**config.mk**
```make
export PLATFORM = sky130hd
export DESIGN_NAME = mul_div_sequencer
export DESIGN_NICKNAME = d
export VERILOG_FILES = /design/src/rtl/mul_div_sequencer.sv
export SDC_FILE = /design/constraint.sdc
export NUM_CORES = 1
export LEC_CHECK = 0
export CELL_PAD_IN_SITES_DETAIL_PLACEMENT = 0
export CELL_PAD_IN_SITES_GLOBAL_PLACEMENT = 1
export CORE_MARGIN = 10
export CORE_UTILIZATION = 50
export CTS_CLUSTER_SIZE = 16
export DETAILED_ROUTE_END_ITERATION = 8
export PLACE_DENSITY_LB_ADDON = 0.1
export SKIP_LAST_GASP = 1
export SLEW_MARGIN = 10
export SYNTH_ARGS = -nofsm -noshare
export SYNTH_HDL_FRONTEND = slang
export SYNTH_SLANG_ARGS = --single-unit
```
**constraint.sdc**
```tcl
create_clock -name clk -period 19.9 [get_ports clk]
set_input_delay 3.98 -clock clk [delete_from_list [all_inputs] [get_ports clk]]
set_output_delay 3.98 -clock clk [all_outputs]
set_load 0.02 [all_outputs]
```
**src/rtl/mul_div_sequencer.sv**
```systemverilog
// ---------------------------------------------------------------------------
// mul_div_sequencer
//
// Iterative RV32M multiply/divide unit. One shared shift-add / restoring
// shift-subtract datapath runs WIDTH iterations for every operation, so the
// latency is fixed regardless of operator or operand values.
//
// State table:
//   state | meaning
//   IDLE  | waiting for start; operands latched when start=1
//   PREP  | take magnitudes of signed operands, record result signs
//   CALC  | one iteration per cycle, counter 0..WIDTH-1
//   FIN   | done=1, Result valid; start=1 here chains straight into PREP
//
// Ports:
//   clk     in   clock, rising edge
//   reset   in   asynchronous active-high reset
//   start   in   request, sampled only in IDLE or FIN
//   flush   in   synchronous abort, wins over start
//   Funct3  in   op select (MUL,MULH,MULHSU,MULHU,DIV,DIVU,REM,REMU)
//   SrcA    in   rs1 (multiplicand / dividend)
//   SrcB    in   rs2 (multiplier / divisor)
//   busy    out  high in PREP and CALC
//   done    out  one-cycle pulse in FIN
//   Result  out  registered result, held until the next done
// ---------------------------------------------------------------------------
module mul_div_sequencer #(
    parameter int WIDTH = 32
) (
    input  logic             clk,
    input  logic             reset,
    input  logic             start,
    input  logic             flush,
    input  logic [2:0]       Funct3,
    input  logic [WIDTH-1:0] SrcA,
    input  logic [WIDTH-1:0] SrcB,
    output logic             busy,
    output logic             done,
    output logic [WIDTH-1:0] Result
);

    localparam int CW = (WIDTH > 1) ? $clog2(WIDTH) : 1;
    localparam logic [CW-1:0] CNT_LAST = CW'(WIDTH - 1);

    typedef enum logic [1:0] {
        IDLE = 2'd0,
        PREP = 2'd1,
        CALC = 2'd2,
        FIN  = 2'd3
    } state_t;

    state_t state, state_next;

    logic latch_ops;
    logic last_iter;

    logic [2:0]         op_q;
    logic [WIDTH-1:0]   a_q;
    logic [WIDTH-1:0]   b_q;
    logic [WIDTH-1:0]   m_q;
    logic [2*WIDTH-1:0] acc_q;
    logic [CW-1:0]      cnt_q;
    logic               neg_q;
    logic               neg_r_q;

    // ---------------------------------------------------------------- FSM
    always_ff @(posedge clk or posedge reset) begin
        if (reset) begin
            state <= IDLE;
        end else begin
            state <= state_next;
        end
    end

    always_comb begin
        state_next = state;
        busy       = 1'b0;
        done       = 1'b0;
        latch_ops  = 1'b0;
        last_iter  = 1'b0;
        case (state)
            IDLE: begin
                if (start) begin
                    state_next = PREP;
                    latch_ops  = 1'b1;
                end
            end
            PREP: begin
                busy       = 1'b1;
                state_next = CALC;
            end
            CALC: begin
                busy = 1'b1;
                if (cnt_q == CNT_LAST) begin
                    state_next = FIN;
                    last_iter  = 1'b1;
                end
            end
            FIN: begin
                done = 1'b1;
                if (start) begin
                    state_next = PREP;
                    latch_ops  = 1'b1;
                end else begin
                    state_next = IDLE;
                end
            end
            default: state_next = IDLE;
        endcase
        // A flush discards both a pending start and the final write-back.
        if (flush) begin
            state_next = IDLE;
            latch_ops  = 1'b0;
            last_iter  = 1'b0;
        end
    end

    // ------------------------------------------------------ operand prep
    logic             is_div;
    logic             a_signed;
    logic             b_signed;
    logic             a_neg;
    logic             b_neg;
    logic [WIDTH-1:0] mag_a;
    logic [WIDTH-1:0] mag_b;

    always_comb begin
        is_div   = op_q[2];
        // Only MULHU, DIVU and REMU treat SrcA as unsigned.
        a_signed = (op_q != 3'b011) && (op_q != 3'b101) && (op_q != 3'b111);
        b_signed = (op_q == 3'b000) || (op_q == 3'b001) ||
                   (op_q == 3'b100) || (op_q == 3'b110);
        a_neg    = a_signed & a_q[WIDTH-1];
        b_neg    = b_signed & b_q[WIDTH-1];
        mag_a    = a_neg ? -a_q : a_q;
        mag_b    = b_neg ? -b_q : b_q;
    end

    // ---------------------------------------------------- shared datapath
    // Multiply: acc = {partial_hi, multiplier}, LSB-first add-and-shift-right.
    // Divide:   acc = {remainder, dividend/quotient}, restoring shift-left.
    logic [WIDTH:0]     mul_sum;
    logic [WIDTH:0]     rem_sh;
    logic [WIDTH:0]     div_diff;
    logic [2*WIDTH-1:0] acc_step;

    always_comb begin
        mul_sum  = {1'b0, acc_q[2*WIDTH-1:WIDTH]} + (acc_q[0] ? {1'b0, m_q} : '0);
        rem_sh   = {acc_q[2*WIDTH-1:WIDTH], acc_q[WIDTH-1]};
        div_diff = rem_sh - {1'b0, m_q};
        if (!is_div) begin
            acc_step = {mul_sum, acc_q[WIDTH-1:1]};
        end else if (!div_diff[WIDTH]) begin
            acc_step = {div_diff[WIDTH-1:0], acc_q[WIDTH-2:0], 1'b1};
        end else begin
            acc_step = {rem_sh[WIDTH-1:0], acc_q[WIDTH-2:0], 1'b0};
        end
    end

    // Sign fix-up is applied to the value the last iteration produces, so
    // Result is written on the same edge that enters FIN.
    logic [2*WIDTH-1:0] prod;
    logic [WIDTH-1:0]   quot;
    logic [WIDTH-1:0]   rem;
    logic [WIDTH-1:0]   res_next;

    always_comb begin
        prod = neg_q ? -acc_step : acc_step;
        quot = neg_q ? -acc_step[WIDTH-1:0] : acc_step[WIDTH-1:0];
        rem  = neg_r_q ? -acc_step[2*WIDTH-1:WIDTH] : acc_step[2*WIDTH-1:WIDTH];
        if (!is_div) begin
            res_next = (op_q[1:0] == 2'b00) ? prod[WIDTH-1:0] : prod[2*WIDTH-1:WIDTH];
        end else begin
            res_next = op_q[1] ? rem : quot;
        end
    end

    always_ff @(posedge clk or posedge reset) begin
        if (reset) begin
            op_q    <= '0;
            a_q     <= '0;
            b_q     <= '0;
            m_q     <= '0;
            acc_q   <= '0;
            cnt_q   <= '0;
            neg_q   <= 1'b0;
            neg_r_q <= 1'b0;
            Result  <= '0;
        end else begin
            if (latch_ops) begin
                op_q <= Funct3;
                a_q  <= SrcA;
                b_q  <= SrcB;
            end
            if (state == PREP) begin
                cnt_q <= '0;
                if (is_div) begin
                    acc_q   <= {{WIDTH{1'b0}}, mag_a};
                    m_q     <= mag_b;
                    // Divide by zero keeps the all-ones quotient unsigned.
                    neg_q   <= (a_neg ^ b_neg) & (b_q != '0);
                    neg_r_q <= a_neg;
                end else begin
                    acc_q   <= {{WIDTH{1'b0}}, mag_b};
                    m_q     <= mag_a;
                    neg_q   <= a_neg ^ b_neg;
                    neg_r_q <= 1'b0;
                end
            end else if (state == CALC) begin
                acc_q <= acc_step;
                cnt_q <= cnt_q + CW'(1);
            end
            if (last_iter) begin
                Result <= res_next;
            end
        end
    end

endmodule

```
# Word level (Yosys, flattened, before mapping)
# Index checks and enable logic that the tools add are counted.
# W data, S select, Z words.
[classes]
n_addsub = 8
n_eq_ne = 12
muxes = 32
n_bitwise = 4
n_reduce_logical = 13
[op_table]
columns = ["op", "count"]
rows = [
  ["$mux W32", 10],
  ["$mux W64", 5],
  ["$neg A32 Y32", 4],
  ["$neg A64 Y64", 1],
  ["$add A32 B32 Y33", 1],
  ["$sub A33 B32 Y33", 1],
  ["$reduce_bool A32 Y1", 1],
  ["$ne A3 B3 Y1 const B", 4],
  ["$mux W1", 11],
  ["$mux W5", 2],
  ["$pmux W2 S4", 1],
  ["$eq A3 B3 Y1 const B", 2],
  ["$mux W2", 3],
  ["$add A5 B1 Y5 const B", 1],
  ["$eq A5 B5 Y1 const B", 1],
  ["$eq A2 B2 Y1 const B", 2],
  ["$logic_not A2 Y1", 2],
  ["$reduce_or A2 Y1", 2],
  ["$and A1 B1 Y1", 3],
  ["$eq A3 B1 Y1 const B", 1],
  ["$logic_not A3 Y1", 1],
  ["$logic_or A1 B1 Y1", 3],
  ["$ne A3 B2 Y1 const B", 1],
  ["$eq A2 B1 Y1 const B", 1],
  ["other kinds (4)", 5],
]
[totals]
regBits = 204
in_bits = 71
output_inout_bits = 34
elab_cells = 79

# Logic depth before layout (Yosys ltp)
# Gate-level depths: netlist of run 1.
[logic_depth]
ltp_word = 8
ltp_mapped = 25
mapped_depth_nobuf = 23

# Least setup slack after synthesis of run 1
# Ideal clock, no wire load.
[synth_timing]
kind = "in2reg"
start = "input port flush"
end = "register a_q[2]"
setup_ns = 0.125
arrival_ns = 5.281
setup_slack_ns = 14.494
path_stages = 4
cell_sequence = "nor3b_1 clkbuf_1 clkbuf_1 mux2_2"
[synth_between]
elab_chain_len = 1
[synth_rtl]
columns = ["element", "line", "rtl"]
rows = [
  ["start: declaration", "33", "input logic flush,"],
  ["$mux W1", "111", "if (flush) begin"],
  ["end signal: assignment", "192", "a_q <= SrcA;"],
  ["end: declaration", "58", "logic [WIDTH-1:0] a_q;"],
]
# No other way between the ends.
# A chain may end at the register's enable or synchronous reset.

# Worst setup path in the final report of run 1
[layout_timing]
start = "register acc_q[46]"
end = "register Result[26]"
[layout_between]
elab_chain_len = 7
word_cells_on_any_way = 13
[layout_rtl]
columns = ["element", "line", "rtl"]
rows = [
  ["start: declaration", "61", "logic [2*WIDTH-1:0] acc_q;"],
  ["start signal: assignment", "198", "acc_q <= {{WIDTH{1'b0}}, mag_a};"],
  ["start signal: assignment", "204", "acc_q <= {{WIDTH{1'b0}}, mag_b};"],
  ["start signal: assignment", "210", "acc_q <= acc_step;"],
  ["$sub A33 B32 Y33", "150", "div_diff = rem_sh - {1'b0, m_q};"],
  ["$mux W64", "153", "end else if (!div_diff[WIDTH]) begin"],
  ["$mux W64 *", "151", "if (!is_div) begin"],
  ["$neg A64 Y64, or another cell as far along", "168", "prod = neg_q ? -acc_step : acc_step;"],
  ["$mux W64, or another cell as far along", "168", ""],
  ["$mux W32 (on tied branches)", "172, 174", ""],
  ["$mux W32 *", "171", "if (!is_div) begin"],
  ["end signal: assignment", "214", "Result <= res_next;"],
  ["end: declaration", "39", "output logic [WIDTH-1:0] Result"],
]
# Every way passes the cells marked *; elsewhere a longest branch is shown, timed or not.

==> impl_metrics.toml, run 1 <==
[run_status]
status = "finished clean"

[worst_setup_path]
worst-path-stages = 20
regToRegSetupSlack_ns = 13.40
rr_endpoint = "Result[26]"
cp-endpoint = "Result[26]"
cp-start-kind = "flip-flop"
rr_startpoint = "acc_q[46]"
end_kind = "flip-flop"
worstRegToRegCells = 20
startpoint = "acc_q[46]"
cp_cell_sequence = "ha_1 -> nand4_1 -> a2111oi_2 -> o31ai_1 -> nand2_1 -> a311o_1 -> nor3_1 -> a21oi_1 -> ha_1 -> nand2_1 -> or3_1 -> or3_1 -> or3_1 -> or2_2 -> or2_2 -> nor4_1 -> a31oi_1 -> xnor2_1 -> o21ai_0 -> o2111ai_1"
crit_fanout = 12
crit_family = "simple AND/OR/NAND/NOR gates"
crit_type = "reg -> reg"
crit_top_cell = "or3_1"
slowest_stage = "a311o_1"
critPathBufInv = 0
cpPeakStageDelay_ns = 0.56
critPathArrivalTime_ns = 6.92
cp.required_ns = 20.33

[timing]
slew_violations = 0
slew_headroom_pct = 21.17
grt_setup_unrepaired = "false"
hold_violations = 0
fin_crit_sh_pct = 32.65
skew_ns = 0.01748
worstMarginPinSlew_ns = 1.177
fin_setup_tns_ns = 0
post-route-min-period_ns = 6.497
fmax_mhz = 153.9
setup_viol = 0
worst_slack_ns = 13.40

[synth]
synth_cells = 2258
async_reset_ff_share_pct = 100.0
synth_enable_flop_cells = 0
avgSynthCellArea_um2 = 8.000
yosys.area.top_type = "dfrtp_1"
synth.most_common_cell = "nand2_1"
ys.flop_type = "dfrtp_1"
ys_warn_count = 0
syn_nets = 2405
synth.ff_latch_count = 204
ys_types = 97
syn-cell-area_um2 = 18060
synth_area_leaders = "dfrtp_1 28%, o21ai_0 5.4%, ha_1 5.1%"
ys_top_cells_by_count = "245 x nand2_1, 204 x dfrtp_1, 196 x o21ai_0"
yosys.area.top_type_share_pct = 28.26
seq_area_frac_synth_pct = 28.26

[global_route]
grt_pass1_wl_mm = 101.7
grt_max_degree = 91
antenna_found_initial = 1
grt_pass1_vias = 16990
grt.total_usage_pct = 28.99
grt_overflow_total = 0

[routing]
vias = 17610
drt_iter0_drc = 1630
wire_per_inst_um = 23.88
remaining_drc_errors = 0
via_per_inst = 6.380
routed_wl_mm = 65.94
drt_first_pass_iters = 5
detail-route-antenna-nets = 0

[clock_network]
cts_buffers = 26
postCtsSetupBuffers = 0
clockBufferDepth = 3
clk_pin_slew_ns = 0.06
cts_sinks = 204
cts-resized-gates = 0
cts_tree = "done"
cts_hold_buf = 0
htreeDepth = 1
insertion_delay_ns = 0.57
cts_root_buf = "clkbuf_16"

[floorplanning]
start_util_pct = 50.78
placementRows = 69
die_h_um = 210.1
dieArea_um2 = 44130
core_um2 = 35570
die_w_um = 210.1
io_pins = 105

[run]
maxCapViolCount = 0

[layout]
finish.net_count = 2427
synthToLayoutAreaGrowth_pct = 12.03
drive_gt1_share_pct = 9.221
fill_cells = 3391
final_area_um2 = 20240

[placed_design]
port_buffers = 104
dp_slack_ns = 13.27
place_congestion = 0.9593
place.detailed.hpwl_mm = 50.28
post_dp_cell_area_um2 = 19350

[worst_hold_path]
hold_path.class = "reg -> reg"
layout make-up:
| cell class | count | area (um^2) | area share [%] |
|---|---|---|---|
| Antenna cell | 1 | 2.502 | 0.01237 |
| Clock buffer | 37 | 753.2 | 3.722 |
| Multi-Input combinational cell | 1816 | 12030 | 59.45 |
| Clock inverter | 10 | 127.6 | 0.6306 |
| Sequential cell | 204 | 5109 | 25.24 |
| Inverter | 99 | 379.1 | 1.873 |
| Tap cell | 461 | 576.8 | 2.850 |
| Timing Repair Buffer | 133 | 1259 | 6.220 |
logic make-up after synthesis:
family          after synthesis  share of synthesized area (%)
simple gates                732                          19.37
compound gates              677                          24.11
buf+inv                     238                          5.271
flops                       204                          28.26
xor+xnor                    186                          9.018
mux                         145                          8.617
fa+ha+maj                    76                          5.347
state kept, by name (all words and copies together), names as in the netlist:
name	count
acc_q	64
Result	32
a_q	32
b_q	32
m_q	32
cnt_q	5
op_q	3
state	2
neg_q	1
neg_r_q	1
how the worst min path moves through the flow:
stage | endpoint | cells after the start | slack [ns] | from
after detailed placement | Result[4] | 2 | 0.46 | Result[4]
after global routing | Result[10] | 2 | 0.50 | Result[10]
after CTS | Result[4] | 2 | 0.48 | Result[4]
after floorplan | cnt_q[3] | 1 | 0.45 | cnt_q[3]
final | Result[4] | 2 | 0.47 | Result[4]
after global placement | Result[4] | 2 | 0.45 | Result[4]
metal layers:
metal  global-route usage (%)  vias to the layer above  share of wire [%]
li1                         -                     8227                  -
met1                    38.42                     8562                 43
met2                    45.77                      708                 45
met3                    4.080                      117                7.1
met4                    13.69                        0                4.8
met5                        0                        -                  0
cells in the final DEF (no fill, tap or decap), drive strengths merged, types with 25 or more instances in the layout:
master         instances
a211oi                26
a21oi                168
a31oi                 27
and2                  47
buf                   29
clkbuf                37
clkdlybuf4s50        104
dfrtp                204
ha                    74
inv                   99
mux2                  74
mux2i                 70
nand2                245
nand3                 44
nand4                 25
nor2                 190
nor3                  51
o21ai                203
o22ai                 36
xnor2                105
xor2                  81
worst register-to-register path: stages (launching register included):
cell	delay, ns
dfrtp_1	0.44
ha_1	0.54
nand4_1	0.24
a2111oi_2	0.36
o31ai_1	0.21
nand2_1	0.14
a311o_1	0.56
nor3_1	0.17
a21oi_1	0.25
ha_1	0.25
nand2_1	0.10
or3_1	0.43
or3_1	0.44
or3_1	0.35
or2_2	0.41
or2_2	0.36
nor4_1	0.47
a31oi_1	0.19
xnor2_1	0.17
o21ai_0	0.18
o2111ai_1	0.14
stage by stage:
stage                     hold WS, ns  instances  utilization (%)
after floorplan                0.4491       2258                -
after global placement         0.4524       2713            54.41
after detailed placement       0.4635       2713            54.41
after CTS                      0.4778       2760            56.88
after global routing           0.5048       2760            56.89
final                          0.4702       2761            56.89
Power of run 1 is left out: the tool's default activity adds up to more than one toggle a clock period on the data nets, which glitch-free logic cannot reach.
==> inputs of run 2 (changes only) <==
--- a/config.mk
+++ b/config.mk
@@ -8,7 +8,7 @@
 export CELL_PAD_IN_SITES_DETAIL_PLACEMENT = 0
 export CELL_PAD_IN_SITES_GLOBAL_PLACEMENT = 1
 export CORE_MARGIN = 10
-export CORE_UTILIZATION = 50
+export CORE_UTILIZATION = 46
 export CTS_CLUSTER_SIZE = 16
 export DETAILED_ROUTE_END_ITERATION = 8
 export PLACE_DENSITY_LB_ADDON = 0.1
==> constraint.sdc (replaced) <==
create_clock -name clk -period 6.6 [get_ports clk]
set_input_delay 1.32 -clock clk [delete_from_list [all_inputs] [get_ports clk]]
set_output_delay 1.32 -clock clk [all_outputs]
set_load 0.02 [all_outputs]
==> run 2 against run 1 <==
Setup slack got worse by 13 ns. Register-to-register slack got worse by 13 ns. Non-clock buffer count increased by 18. Via count decreased by 0.52%. Global-route usage decreased by 1.0 points. First-iteration DRC count increased by 0.31%.
==> impl_metrics.toml, run 2 (synthesis gave the netlist of run 1 again) <==
[run_status]
status = "finished clean"

[timing]
fmax_mhz = 166.8
worstMarginPinSlew_ns = 1.284
grt_setup_unrepaired = "false"
slew_headroom_pct = 14.01
skew_ns = 0.02116
hold_violations = 0
setup_viol = 0
post-route-min-period_ns = 5.994
slew_violations = 0
fin_setup_tns_ns = 0
fin_crit_sh_pct = 90.82

[worst_hold_path]
hold_path.class = "reg -> reg"

[placed_design]
place.detailed.hpwl_mm = 52.32
place_congestion = 0.9411
port_buffers = 104

[clock_network]
clk_pin_slew_ns = 0.06
cts_buffers = 27
cts_root_buf = "clkbuf_16"
cts_sinks = 204
cts_tree = "done"
postCtsSetupBuffers = 0
cts_hold_buf = 0
insertion_delay_ns = 0.57
clockBufferDepth = 3
htreeDepth = 1
cts-resized-gates = 0

[layout]
final_cell_mix = "245 x nand2_1, 203 x dfrtp_1, 196 x o21ai_0, 188 x nor2_1, 164 x a21oi_1"
layout_commonest_cell = "nand2_1"
num_antenna_cells = 0
largest_register_ffs = 64
synthToLayoutAreaGrowth_pct = 13.64
regMostFlops = "acc_q"
finish.net_count = 2446
drive_gt1_share_pct = 10.27

[global_route]
grt_overflow_total = 0
grt_pass1_wl_mm = 104.2
antenna_found_initial = 3
grt.total_usage_pct = 27.97
grt_pass1_vias = 17270
grt_max_degree = 108

[floorplanning]
io_pins = 105
dieArea_um2 = 47600
die_w_um = 218.2
start_util_pct = 46.63
placementRows = 72
die_h_um = 218.2
core_um2 = 38740

[worst_setup_path]
critPathArrivalTime_ns = 6.41
cp_cell_sequence = "inv_1 -> ha_1 -> inv_1 -> fa_1 -> nand3_1 -> a21oi_1 -> o31ai_1 -> and2_4 -> and3_4 -> nor3_1 -> a21oi_1 -> ha_1 -> nand2_1 -> or3_1 -> or3_1 -> or3_1 -> or2_2 -> or2_2 -> nor4_1 -> a31oi_1 -> xnor2_1 -> o21ai_0 -> o2111ai_1"
cp.required_ns = 7.02
regToRegSetupSlack_ns = 0.61
crit_top_cell = "or3_1"
cp-start-kind = "flip-flop"
cpPeakStageDelay_ns = 0.43
end_kind = "flip-flop"
slowest_stage = "or3_1"
crit_type = "reg -> reg"
crit_fanout = 12

[routing]
routed_wl_mm = 67.97
drt_first_pass_iters = 7
vias = 17520
detail-route-antenna-nets = 0
drt_iter0_drc = 1635
wire_per_inst_um = 23.97
via_per_inst = 6.179
remaining_drc_errors = 0

[run]
maxCapViolCount = 0
[run 2: cell types whose count changed in the layout (fill, tap and decap cells not counted), sizes merged]
cell,change
buf,+18
inv,-1
clkinv,+1
bufinv,+1
clkbuf,-3
clkinvlp,+3
diode,-1
[run 2: per-layer routing]
layer | GRT usage [%] | up-vias | part of all wire (%)
met5 | 0 | - | 0
met4 | 14.72 | 0 | 5.5
met3 | 4.586 | 134 | 6.5
met2 | 44.42 | 599 | 45
met1 | 35.98 | 8558 | 43
li1 | - | 8232 | -
[run 2: metrics by stage]
| stage | worst slack, ns | area [um^2] | hold slack, ns | instances | util, % |
|---|---|---|---|---|---|
| floorplan | 1.223 | 18070 | 0.4491 | 2258 | - |
| global placement | 0.7675 | 19570 | 0.4555 | 2788 | 50.52 |
| detailed placement | 0.7125 | 19570 | 0.4678 | 2788 | 50.52 |
| CTS | 0.6764 | 20530 | 0.4811 | 2836 | 52.99 |
| global route | 0.1904 | 20530 | 0.5112 | 2836 | 52.99 |
| finish | 0.6062 | 20530 | 0.4737 | 2836 | 52.99 |
[run 2: path summary, 6_finish.rpt]
| check | cells after the start | to | startpoint |
|---|---|---|---|
| setup / recovery | 23 | Result[26] | acc_q[31] |
| hold / removal | 2 | Result[3] | Result[3] |
| setup reg to reg | 23 | Result[26] | acc_q[31] |
| hold reg to reg | 2 | Result[3] | Result[3] |
| max in group asynchronous | 3 | Result[8] | reset |
| min in group asynchronous | 2 | b_q[16] | reset |
[run 2: final cells by class]
type	instances	area [um^2]
timing repair buffer	151	1406
clock inverter	14	185.2
clock buffer	34	772.0
inverter	99	375.4
multi-input combinational	1816	12030
tap	518	648.1
fill	3775	18210
sequential	204	5109
[run 2: critical path: cells and delay by family, from the launching register on]
kind / cells / cell delay [ns]
buf+inv: 2 / 0.14
flops: 1 / 0.41
compound gates: 6 / 1.19
fa+ha+maj: 3 / 0.82
xor+xnor: 1 / 0.15
simple gates: 11 / 3.11
Power of run 2 is left out for the same reason.
==> RTL edit: new RTL, flow settings as in run 2 <==
Register the inputs `start`, `flush`, `Funct3`, `SrcA` and `SrcB` before use, cleared by the reset. The logic sees them one clock later.
--- a/src/rtl/mul_div_sequencer.sv
+++ b/src/rtl/mul_div_sequencer.sv
@@ -50,4 +50,26 @@
     } state_t;
 
+    logic start_q;
+    logic flush_q;
+    logic [2:0] Funct3_q;
+    logic [WIDTH-1:0] SrcA_q;
+    logic [WIDTH-1:0] SrcB_q;
+
+    always_ff @(posedge clk or posedge reset) begin
+        if (reset) begin
+            start_q  <= '0;
+            flush_q  <= '0;
+            Funct3_q <= '0;
+            SrcA_q   <= '0;
+            SrcB_q   <= '0;
+        end else begin
+            start_q  <= start;
+            flush_q  <= flush;
+            Funct3_q <= Funct3;
+            SrcA_q   <= SrcA;
+            SrcB_q   <= SrcB;
+        end
+    end
+
     state_t state, state_next;
 
@@ -81,5 +103,5 @@
         case (state)
             IDLE: begin
-                if (start) begin
+                if (start_q) begin
                     state_next = PREP;
                     latch_ops  = 1'b1;
@@ -99,5 +121,5 @@
             FIN: begin
                 done = 1'b1;
-                if (start) begin
+                if (start_q) begin
                     state_next = PREP;
                     latch_ops  = 1'b1;
@@ -109,5 +131,5 @@
         endcase
         // A flush discards both a pending start and the final write-back.
-        if (flush) begin
+        if (flush_q) begin
             state_next = IDLE;
             latch_ops  = 1'b0;
@@ -189,7 +211,7 @@
         end else begin
             if (latch_ops) begin
-                op_q <= Funct3;
-                a_q  <= SrcA;
-                b_q  <= SrcB;
+                op_q <= Funct3_q;
+                a_q  <= SrcA_q;
+                b_q  <= SrcB_q;
             end
             if (state == PREP) begin
Behaviour: not the same (a bounded check fails within 4 cycles, from zero or initial values and one cycle with reset high).
==> RTL edit against run 2 <==
Area after synthesis rose by 11%; non-clock buffer count is 20 higher; routed wire length grew 14%; critical endpoint is now Result[30]; sequential cell count up 69; design area is 11% higher; worst setup slack worse by 0.15 ns; sequential share of layout area rose by 5.1 points.
Power is not shown: default switching activity piles up to over one toggle a cycle in this logic, so the estimate is an artifact.
==> RTL edit: results (changes against run 2) <==
synth:
  synth_common_cells: "dfrtp_1 (273), nand2_1 (244), nor2_1 (233)"  # was nand2_1 (245), dfrtp_1 (204), o21ai_0 (196)
  synth-seq-area-share_pct: 34.1  # was 28.3%
  synth_area_leaders: "dfrtp_1 (34%), o21ai_0 (5.4%), xnor2_1 (5.2%)"  # was dfrtp_1 (28%), o21ai_0 (5.4%), ha_1 (5.1%)
  syn_nets: 2528  # was 2,405
  async_flop_share_pct: 100  # unchanged
  synth_edf_count: 0  # unchanged
  syn_avg_cell_area_um2: 8.41  # was 8.00 µm²
  synth_cell_types: 93  # was 97
drt:
  drt-pass1-iter-count: 6  # was 7
  wl_per_cell_um: 25.4  # was 24.0 µm
  via_per_inst: 6.24  # was 6.18
  ant_nets: 0  # unchanged
  detail_route.iter0.violations: 1653  # was 1,635
critical_path:
  worst_path_largest_cell_delay_ns: 0.63  # was 0.43 ns
  r2r_slack_ns: 0.45  # was 0.61 ns
  cp-endpoint: "Result[30]"  # was Result[26]
  critPathMaxFanout: 6  # was 12
  critPathLaunchType: "register"  # unchanged
  reg2regPathDepth: 27  # was 23
  reg2reg_from: "acc_q[31]"  # unchanged
  cpMaxStageDelayCell: "or4b_1"  # was or3_1
  arrival_ns: 6.63  # was 6.41 ns
global_routing:
  grt_max_degree: 106  # was 108
  grt_pass1_vias: 18420  # was 17,274
  grt_pass1_wl_mm: 116  # was 104 mm
  antenna_found_initial: 4  # was 3
  gr-usage-all-layers_pct: 28.6  # was 28.0%
cts:
  postCtsSetupRepairBufs: 0  # unchanged
  cts-root-buf: "clkbuf_16"  # unchanged
  cts.htree.levels: 1  # unchanged
  clk_path_buf_depth: 3  # unchanged
  cts_buffers: 31  # was 27
  worst_skew_pair.late_latency_ns: 0.59  # was 0.57 ns
  ctsResizeCount: 0  # unchanged
  clk_pin_slew_worst_paths_ns: 0.07
worst_hold_path:
  hp-start: "SrcB_q[0]"  # was Result[3]
  worstHoldEndpoint: "b_q[0]"  # was Result[3]
  hold_path_depth: 2  # unchanged
  min_path_type: "reg -> reg"  # unchanged
sta:
  skew_ns: 0.0215  # was 0.0212 ns
  tightest_slew_ns: 1.37  # was 1.28 ns
  final.period_utilization_pct: 93.1  # was 90.8%
  whs_ns: 0.451  # was 0.474 ns
finish:
  largest_reg_flops: 64  # unchanged
  drive_above_1_share_pct: 10.1  # was 10.3%
  fin_cells: 3045  # was 2,836
  n_fill_cell: 4114  # was 3,775
  top_register: "acc_q"  # unchanged
  final_nets: 2583  # was 2,446
place:
  hpwl_mm: 59.3  # was 52.3 mm
  post-place-ws_ns: 0.382  # was 0.713 ns
  routabilityCongestion: 0.953  # was 0.941
run_status:
  outcome: "complete, no violations"  # unchanged
flow_run:
  max_cap_violations: 0  # unchanged
-- RTL edit: changes by cell type in the layout (fill, tap and decap cells not counted), moves of 19 or more --
cell,delta
nor2_1,+44
and2_1,-35
o22ai_1,-21
o21ai_0,+20
inv_1,-22
buf_4,+20
o211ai_1,+19
dfrtp_1,+69
-- RTL edit: cell families after synthesis --
kind of cell               share of synthesized area, %
and+or+nand+nor                                    17.8
AOI/OAI and AO/OA                                  23.3
DFF                                                34.1
buffers and inverters                              4.65
xor gates and xnor gates                           8.09
muxes                                              7.26
adders and majority gates                          4.82
-- RTL edit: critical path: cells and delay by family, from the launching register on --
family,cells,cell delay (ns)
AND/OR/NAND/NOR,12,2.69
AO/OA/AOI/OAI,8,1.69
adder cells (fa/ha/maj),3,0.81
flip-flops,1,0.42
buffers and inverters,3,0.27
XOR/XNOR,1,0.15
-- RTL edit: final cells by class --
cell class / count / area (µm²) / area share (%)
Tap cell: 585 / 732 / 3.21
Clock buffer: 36 / 815 / 3.58
Clock inverter: 18 / 196 / 0.863
Multi-Input combinational cell: 1878 / 12300 / 54.1
Sequential cell: 273 / 6840 / 30.0
Timing Repair Buffer: 171 / 1560 / 6.84
Antenna cell: 3 / 7.51 / 0.0330
Inverter: 81 / 308 / 1.35
-- RTL edit: routing by layer --
layer | wire length [µm] | vias up | GRT usage, %
met3 | 5920 | 167 | 6.01
met5 | 40 | - | 0
li1 | - | 8776 | -
met4 | 4200 | 6 | 13.7
met2 | 34600 | 773 | 45.0
met1 | 32700 | 9266 | 36.7
-- RTL edit: per-stage QoR --
step	utilization [%]	cell area, µm²
2_1_floorplan	-	20000
5_1_grt	52.8	22800
3_5_place_dp	50.5	21700
3_3_place_gp	50.5	21700
6_report	52.9	22800
4_1_cts	52.8	22700
